===== config.mk =====
export PLATFORM = sky130hd
export DESIGN_NAME = peripheral_biu_arbiter
export DESIGN_NICKNAME = d
export VERILOG_FILES = /design/src/rtl/peripheral_biu_arbiter.sv
export SDC_FILE = /design/constraint.sdc
export NUM_CORES = 1
export LEC_CHECK = 0
export BUFFER_PORTS_ARGS = -buffer_cell sky130_fd_sc_hd__buf_4
export CAP_MARGIN = 15
export CORE_AREA = 2 2 322 324
export DETAILED_ROUTE_END_ITERATION = 10
export DIE_AREA = 0 0 324 326
export GPL_TIMING_DRIVEN = 0
export HOLD_SLACK_MARGIN = 0.12
export PLACE_DENSITY = 0.3
export SETUP_SLACK_MARGIN = 0.15
export SLEW_MARGIN = 20
export SYNTH_ARGS = -nofsm -noshare
export SYNTH_HDL_FRONTEND = slang
export SYNTH_SLANG_ARGS = --single-unit
export TNS_END_PERCENT = 20

===== constraint.sdc =====
create_clock -name clk -period 2.4 [get_ports clk]
set_input_delay 0.24 -clock clk [delete_from_list [all_inputs] [get_ports clk]]
set_output_delay 0.24 -clock clk [all_outputs]
set_load 0.02 [all_outputs]

===== src/rtl/peripheral_biu_arbiter.sv =====
// Two-requester BIU arbiter sharing one slave BIU port (m0 = data side, m1 = instruction side).
// Define BIU_ARB_ROUND_ROBIN_EN for round-robin arbitration; otherwise m0 has fixed priority.
module peripheral_biu_arbiter #(
    parameter int XLEN = 64,
    parameter int PLEN = 64
) (
    input  logic            clk,
    input  logic            rst,

    input  logic            m0_biu_stb_i,
    input  logic [PLEN-1:0] m0_biu_adri_i,
    input  logic [2:0]      m0_biu_size_i,
    input  logic [2:0]      m0_biu_type_i,
    input  logic [2:0]      m0_biu_prot_i,
    input  logic            m0_biu_lock_i,
    input  logic            m0_biu_we_i,
    input  logic [XLEN-1:0] m0_biu_d_i,
    output logic            m0_biu_stb_ack_o,
    output logic            m0_biu_d_ack_o,
    output logic            m0_biu_ack_o,
    output logic            m0_biu_err_o,
    output logic [XLEN-1:0] m0_biu_q_o,
    output logic [PLEN-1:0] m0_biu_adro_o,

    input  logic            m1_biu_stb_i,
    input  logic [PLEN-1:0] m1_biu_adri_i,
    input  logic [2:0]      m1_biu_size_i,
    input  logic [2:0]      m1_biu_type_i,
    input  logic [2:0]      m1_biu_prot_i,
    input  logic            m1_biu_lock_i,
    input  logic            m1_biu_we_i,
    input  logic [XLEN-1:0] m1_biu_d_i,
    output logic            m1_biu_stb_ack_o,
    output logic            m1_biu_d_ack_o,
    output logic            m1_biu_ack_o,
    output logic            m1_biu_err_o,
    output logic [XLEN-1:0] m1_biu_q_o,
    output logic [PLEN-1:0] m1_biu_adro_o,

    output logic            s_biu_stb_o,
    output logic [PLEN-1:0] s_biu_adri_o,
    output logic [2:0]      s_biu_size_o,
    output logic [2:0]      s_biu_type_o,
    output logic [2:0]      s_biu_prot_o,
    output logic            s_biu_lock_o,
    output logic            s_biu_we_o,
    output logic [XLEN-1:0] s_biu_d_o,
    input  logic            s_biu_stb_ack_i,
    input  logic            s_biu_d_ack_i,
    input  logic            s_biu_ack_i,
    input  logic            s_biu_err_i,
    input  logic [XLEN-1:0] s_biu_q_i,
    input  logic [PLEN-1:0] s_biu_adro_i
);

    localparam logic [2:0] SINGLE = 3'b000;
    localparam logic [2:0] INCR   = 3'b001;
    localparam logic [2:0] WRAP4  = 3'b010;
    localparam logic [2:0] INCR4  = 3'b011;
    localparam logic [2:0] WRAP8  = 3'b100;
    localparam logic [2:0] INCR8  = 3'b101;
    localparam logic [2:0] WRAP16 = 3'b110;
    localparam logic [2:0] INCR16 = 3'b111;

    typedef enum logic {IDLE, BUSY} state_e;

    state_e     state_q, state_d;
    logic       owner_q, owner_d;
    logic [3:0] beatCnt_q, beatCnt_d;
    logic       lockHold_q, lockHold_d;
`ifdef BIU_ARB_ROUND_ROBIN_EN
    logic       rrPtr_q, rrPtr_d;
`endif

    logic m0Elig, m1Elig, grantValid, winner, sel, accept;
    logic ownerStb, selLock;
    logic hsStbAck, hsDAck, hsAck, hsErr;

    // Beats remaining after the first one, derived from the burst type
    function automatic logic [3:0] burstLast(input logic [2:0] burstType);
        case (burstType)
            SINGLE, INCR:   burstLast = 4'd0;
            WRAP4, INCR4:   burstLast = 4'd3;
            WRAP8, INCR8:   burstLast = 4'd7;
            WRAP16, INCR16: burstLast = 4'd15;
            default:        burstLast = 4'd0;
        endcase
    endfunction

    // A held lock restricts eligibility to the previous owner
    assign m0Elig     = m0_biu_stb_i & (~lockHold_q | ~owner_q);
    assign m1Elig     = m1_biu_stb_i & (~lockHold_q |  owner_q);
    assign grantValid = m0Elig | m1Elig;

`ifdef BIU_ARB_ROUND_ROBIN_EN
    assign winner = (m0Elig & m1Elig) ? rrPtr_q : (~m0Elig & m1Elig);
`else
    assign winner = ~m0Elig & m1Elig;
`endif

    assign sel      = (state_q == BUSY) ? owner_q : winner;
    assign accept   = (state_q == IDLE) & grantValid & s_biu_stb_ack_i;
    assign ownerStb = owner_q ? m1_biu_stb_i : m0_biu_stb_i;
    assign selLock  = sel ? m1_biu_lock_i : m0_biu_lock_i;

    always_comb begin
        if (sel) begin
            s_biu_adri_o = m1_biu_adri_i;
            s_biu_size_o = m1_biu_size_i;
            s_biu_type_o = m1_biu_type_i;
            s_biu_prot_o = m1_biu_prot_i;
            s_biu_lock_o = m1_biu_lock_i;
            s_biu_we_o   = m1_biu_we_i;
            s_biu_d_o    = m1_biu_d_i;
        end else begin
            s_biu_adri_o = m0_biu_adri_i;
            s_biu_size_o = m0_biu_size_i;
            s_biu_type_o = m0_biu_type_i;
            s_biu_prot_o = m0_biu_prot_i;
            s_biu_lock_o = m0_biu_lock_i;
            s_biu_we_o   = m0_biu_we_i;
            s_biu_d_o    = m0_biu_d_i;
        end
    end

    // Handshakes are forced low while reset is asserted
    always_comb begin
        s_biu_stb_o = 1'b0;
        hsStbAck    = 1'b0;
        hsDAck      = 1'b0;
        hsAck       = 1'b0;
        hsErr       = 1'b0;
        if (rst) begin
            if (state_q == IDLE) begin
                s_biu_stb_o = grantValid;
                hsStbAck    = grantValid & s_biu_stb_ack_i;
                if (accept) begin
                    hsDAck = s_biu_d_ack_i;
                    hsAck  = s_biu_ack_i;
                    hsErr  = s_biu_err_i;
                end
            end else begin
                hsDAck = s_biu_d_ack_i;
                hsAck  = s_biu_ack_i;
                hsErr  = s_biu_err_i;
            end
        end
    end

    assign m0_biu_stb_ack_o = hsStbAck & ~sel;
    assign m0_biu_d_ack_o   = hsDAck   & ~sel;
    assign m0_biu_ack_o     = hsAck    & ~sel;
    assign m0_biu_err_o     = hsErr    & ~sel;
    assign m1_biu_stb_ack_o = hsStbAck &  sel;
    assign m1_biu_d_ack_o   = hsDAck   &  sel;
    assign m1_biu_ack_o     = hsAck    &  sel;
    assign m1_biu_err_o     = hsErr    &  sel;

    assign m0_biu_q_o    = s_biu_q_i;
    assign m1_biu_q_o    = s_biu_q_i;
    assign m0_biu_adro_o = s_biu_adro_i;
    assign m1_biu_adro_o = s_biu_adro_i;

    // Errors end the burst immediately; the final ack returns to IDLE and latches the lock
    always_comb begin
        state_d    = state_q;
        owner_d    = owner_q;
        beatCnt_d  = beatCnt_q;
        lockHold_d = lockHold_q;
`ifdef BIU_ARB_ROUND_ROBIN_EN
        rrPtr_d    = rrPtr_q;
`endif
        case (state_q)
            IDLE: begin
                if (lockHold_q && !ownerStb) begin
                    lockHold_d = 1'b0;
                end
                if (accept) begin
                    state_d   = BUSY;
                    owner_d   = winner;
                    beatCnt_d = burstLast(s_biu_type_o);
`ifdef BIU_ARB_ROUND_ROBIN_EN
                    rrPtr_d   = ~winner;
`endif
                end
            end
            BUSY: begin
                if (s_biu_err_i) begin
                    state_d    = IDLE;
                    beatCnt_d  = 4'd0;
                    lockHold_d = selLock;
                end else if (s_biu_ack_i) begin
                    if (beatCnt_q == 4'd0) begin
                        state_d    = IDLE;
                        lockHold_d = selLock;
                    end else begin
                        beatCnt_d = beatCnt_q - 4'd1;
                    end
                end
            end
            default: state_d = IDLE;
        endcase
    end

    always_ff @(posedge clk) begin
        if (!rst) begin
            state_q    <= IDLE;
            owner_q    <= 1'b0;
            beatCnt_q  <= 4'd0;
            lockHold_q <= 1'b0;
        end else begin
            state_q    <= state_d;
            owner_q    <= owner_d;
            beatCnt_q  <= beatCnt_d;
            lockHold_q <= lockHold_d;
        end
    end

`ifdef BIU_ARB_ROUND_ROBIN_EN
    always_ff @(posedge clk) begin
        if (!rst) begin
            rrPtr_q <= 1'b0;
        end else begin
            rrPtr_q <= rrPtr_d;
        end
    end
`endif

endmodule


**Word level (Yosys, flattened, before mapping)**

Memories as Yosys holds them, arrays and structs flattened.
Cells that the tools add are included.

- Flip-flop bits (word level): 7
- ROM bits: 32
- Bits of input ports: 414
- Output and inout port bits: 404
- Memories kept: 1

- Add/sub/neg operators: 1
- Equal/unequal tests: 5
- Muxes and demuxes: 37
- Bitwise operators: 22
- Reductions and logical operators: 6

Memories:

| name | depth | bits a word | read ports | clocked after memory_dff | wr ports | line | source |
|---|---|---|---|---|---|---|---|
| (name not given) | 8 | 4 | 1 | 0 | 0 | 81 | `case (burstType)` |

Operator list:

| operator | number |
|---|---|
| $mux 64 | 2 |
| $mux 1 | 25 |
| $mux 4 | 4 |
| $and 1x1->1 | 14 |
| $mux 3 | 3 |
| $pmux 4 s2 | 1 |
| $ne 3x3->1 const B | 2 |
| $reduce_and 3->1 | 2 |
| $not 1->1 | 5 |
| $logic_not 4->1 | 1 |
| $pmux 1 s2 | 2 |
| $sub 4x1->4 const B | 1 |
| $ne 3x2->1 const B | 1 |
| $or 1x1->1 | 3 |
| $ne 2x1->1 const B | 1 |
| $ne 2x2->1 const B | 1 |
| $reduce_and 2->1 | 1 |
| $logic_and 1x1->1 | 1 |
| $logic_not 1->1 | 1 |

**Logic depth before layout (Yosys ltp)**

- Word-level depth: 11
- Depth in mapped cells: 6
- Gate-level depth less buffers: 6

**Worst setup path after synthesis**

OpenSTA, ideal clock, no wires.

- Kind: register -> output
- From: register owner_q
- To: output port m1_biu_stb_ack_o
- Arrival: 2.445 ns
- Required time: 2.160 ns
- Slack: -0.285 ns
- Stages on the path, launching flop included: 5
- Path through: dfxtp_1 -> mux2i_1 -> a2111oi_0 -> nand2_1 -> nor2_1

- Word-level cells in the longest chain between the ends: 8
- Elaborated cells between the ends (all ways): 13
- Classes of those cells: 3 x mux; 10 x bitwise

RTL lines:

| what | line | source |
|---|---|---|
| start: declaration | 68 | `logic owner_q, owner_d;` |
| start signal: assignment | 213 | `owner_q <= owner_d;` |
| $not 1->1 | 91 | `assign m0Elig = m0_biu_stb_i & (~lockHold_q \| ~owner_q);` |
| $or 1x1->1 | 91 |  |
| $and 1x1->1 | 91 |  |
| $or 1x1->1 | 93 | `assign grantValid = m0Elig \| m1Elig;` |
| $and 1x1->1 | 136 | `hsStbAck = grantValid & s_biu_stb_ack_i;` |
| $mux 1 | 134 | `if (state_q == IDLE) begin` |
| $mux 1 | 133 | `if (rst) begin` |
| $and 1x1->1 (*) | 154 | `assign m1_biu_stb_ack_o = hsStbAck & sel;` |
| end: declaration | 33 | `output logic m1_biu_stb_ack_o,` |

Every way passes the cells marked *; elsewhere a longest branch is shown, timed or not.

**Worst setup path after layout**

- From: register state_q
- To: output port s_biu_d_o[41]

- Word-level cells in the longest chain between the ends: 2

RTL lines:

| what | line | source |
|---|---|---|
| start: declaration | 67 | `state_e state_q, state_d;` |
| start signal: assignment | 212 | `state_q <= state_d;` |
| $mux 1 | 101 | `assign sel = (state_q == BUSY) ? owner_q : winner;` |
| $mux 64 | 107 | `if (sel) begin` |
| end: declaration | 47 | `output logic [XLEN-1:0] s_biu_d_o,` |

No other way between the ends.

==> flow_metrics.tcl <==
set metrics [dict create \
    setup_violations 71 \
    antenna_found_initial 6 \
    drv_slew 0 \
    routed_wl_mm 36.2 \
    grt_remaining_overflow 0 \
    grt_pass1_vias 6303 \
    fp-row-count 118 \
    fin_crit_ns 2.48 \
    grt_usage_pct 6.21 \
    initial_core_util_pct 4.44 \
    fmax_mhz 403 \
    crit_path_cell_trace "or4b_4, o21a_4, buf_12, buf_4, buf_16, buf_12, mux2_4, buf_6" \
    yosysUniqueCellTypes 40 \
    status "finished with violations" \
    fp.coreArea_mm2 0.103 \
    ys_seq_area_share_pct 3.08 \
    die_x_um 324 \
    placed_cell_area_mm2 0.0115 \
    gp_congestion 0.822 \
    fin_skew_ns 0.00232 \
    vias 6091 \
    rsz0062_at_grt "yes" \
    fin_nets 1625 \
    setup_ws_ns -0.0835 \
    clk-insertion-delay-late_ns 0.23 \
    cts_sinks 7 \
    io_buffers 689 \
    synth-edff-count 0 \
    die_area_mm2 0.106 \
    wl_per_cell_um 13.9 \
    cts_buffers 3 \
    dominantRegCellSynth "dfxtp_1" \
    cap_violations 0 \
    clk_pin_slew_ns 0.04 \
    violations "setup timing" \
    fin_crit_sh_pct 103 \
    synthesis.nets 910 \
    synth_fa_ha_area_share_pct 0.549 \
    grt_pass1_wl_mm 45.6 \
    clock-root-buffer "clkbuf_16" \
    synth_simple_gate_area_share_pct 4.72 \
    crit_arrival_ns 2.24 \
    die_h_um 326 \
    cts_tree "done" \
    yosys_warnings 0 \
    path_class "flip-flop to output pin" \
    final_area_mm2 0.0126 \
    finalPower_w 0.00352 \
    synth_mux_area_share_pct 41.1 \
    crit_top_cell "buf_12" \
    hold_slack_ns 0.266 \
    io_pins 818 \
    p_leak_nw 6.29 \
    slowest_stage "or4b_4" \
    vias_per_cell 2.34 \
    syn2layout_area_growth_pct 176 \
    syn_area_mm2 0.00456 \
    hold_class "input pin to flip-flop" \
    crit_path_end_kind "output pin" \
    ant_nets 0 \
    synthXorXnorAreaFrac_pct 0 \
    fill_cells 11846 \
    cpPeakStageDelay_ns 0.52 \
    synth_compound_area_share_pct 4.56 \
    max_slew_margin_pct 59.6 \
    clock_path_buffers 2 \
    dp_hpwl_mm 32.7 \
    h-tree-depth 1 \
    async_flop_share_pct 0 \
    synth_top_family_by_area "buffers and inverters" \
    synth_seq_cells 7 \
    cp-start-kind "flip-flop" \
    ctsHoldBuffers 0 \
    netlist_instances 494 \
    power_density_mw_per_mm2 280 \
    post-route-drc-count 0 \
    drt_iter0_markers 139 \
    drive_gt1_share_pct 94.4 \
    finalHoldViolCount 0 \
    grt_max_degree 11 \
    drt_pre_antenna_iters 4 \
    avgSynthCellArea_um2 9.22 \
    irDropWorstVdd_mv 0.240 \
    tightest_slew_ns 0.596 \
    required_ns 2.16 \
    path_max_fanout 10 \
]
per-layer routing:
metal | GRT usage, % | share of wire [%] | vias up
met5 | 0 | 0 | -
met4 | 2.11 | 3.0 | 0
met1 | 5.75 | 32 | 2767
met3 | 2.20 | 10 | 20
li1 | - | - | 2860
met2 | 12.3 | 55 | 444
Yosys cell counts (2+ instances only):
master	count	share of area, %
nor2_1	6	0.49
a21oi_1	4	0.44
a21o_1	4	0.66
buf_4	256	42
nand2_1	9	0.74
and3_1	2	0.27
mux2_4	79	26
buf_6	10	2.5
mux2_2	60	15
nor3_1	4	0.44
a311oi_1	4	0.77
nor3b_1	2	0.33
ha_1	2	0.55
and2_1	7	0.96
dfxtp_1	7	3.1
o211ai_1	2	0.33
inv_1	7	0.58
buf_2	7	0.77
per-stage QoR:
| step | instances | util, % | worst slack, ns | setup TNS (ns) |
|---|---|---|---|---|
| 6_report | 2598 | 12.2 | -0.0835 | -3.64 |
| 5_1_grt | 2595 | 12.2 | -0.169 | -9.22 |
| 4_1_cts | 2585 | 12.2 | -0.124 | -2.27 |
| 3_5_place_dp | 2563 | 11.2 | -0.790 | -2.96 |
| 3_3_place_gp | 2563 | 11.2 | -0.783 | -2.57 |
| 2_1_floorplan | 494 | - | 0.349 | 0 |
layout by cell type (no fill, tap or decap), drive strengths merged, types with 5 or more instances in the layout:
master,Yosys,final
mux2,139,139
inv,7,7
nand2,9,9
nor2,6,6
buf,273,982
clkbuf,0,5
and2,7,7
diode,0,10
dfxtp,7,7
power breakdown:
part / switching, W / total [W] / leakage (nW) / internal, W
registers: 0.0000131 / 0.000140 / 0.0587 / 0.000127
logic: 0.00135 / 0.00309 / 6.20 / 0.00174
clock network: 0.0000674 / 0.000289 / 0.0382 / 0.000221
critical path: cells and delay by family, from the launching register on:
kind                   cells  cell delay, ns
DFF                        1            0.32
AOI/OAI and AO/OA          1            0.14
muxes                      1            0.30
buffers and inverters      5            0.72
and+or+nand+nor            1            0.52
cell type report:
type / count / area (um^2) / area share (%)
inverters: 7 / 26.3 / 0.209
multi-input cells: 207 / 2400 / 19.1
diodes: 10 / 25.0 / 0.199
flip-flops and latches: 7 / 145 / 1.15
repair buffers: 710 / 5930 / 47.2
clock buffers: 4 / 78.8 / 0.627
well taps: 1380 / 1730 / 13.7
plain buffers: 273 / 2230 / 17.8
cells by family (layout without fill, tap and decap cells):
family / after synthesis / after routing
compound gates: 27 / 27
fa+ha+maj: 2 / 2
flops: 7 / 7
other cells: 0 / 10
buf+inv: 280 / 994
mux: 140 / 140
simple gates: 38 / 38
what timing repair did:
| action | 4_1_cts | 5_1_grt |
|---|---|---|
| pin swaps | 3 | 4 |
| setup endpoints to repair | 148 | 148 |
| cloned | 5 | 1 |
| gates resized for setup | 180 | 6 |
| setup buffers | 13 | 2 |
sequential cells by signal, indices dropped and copies added (netlist names):
register	cells
beatCnt_q	4
owner_q	1
lockHold_q	1
state_q	1
final timing paths:
path	startpoint	to	slack (ns)	depth (start not counted)
worst max-delay path	state_q	s_biu_d_o[41]	-0.08	8
worst min-delay path	rst	state_q	0.27	3
worst max register to register	state_q	beatCnt_q[0]	0.22	6
worst min register to register	beatCnt_q[1]	beatCnt_q[1]	0.58	2
(Power assumes the default switching activity.)
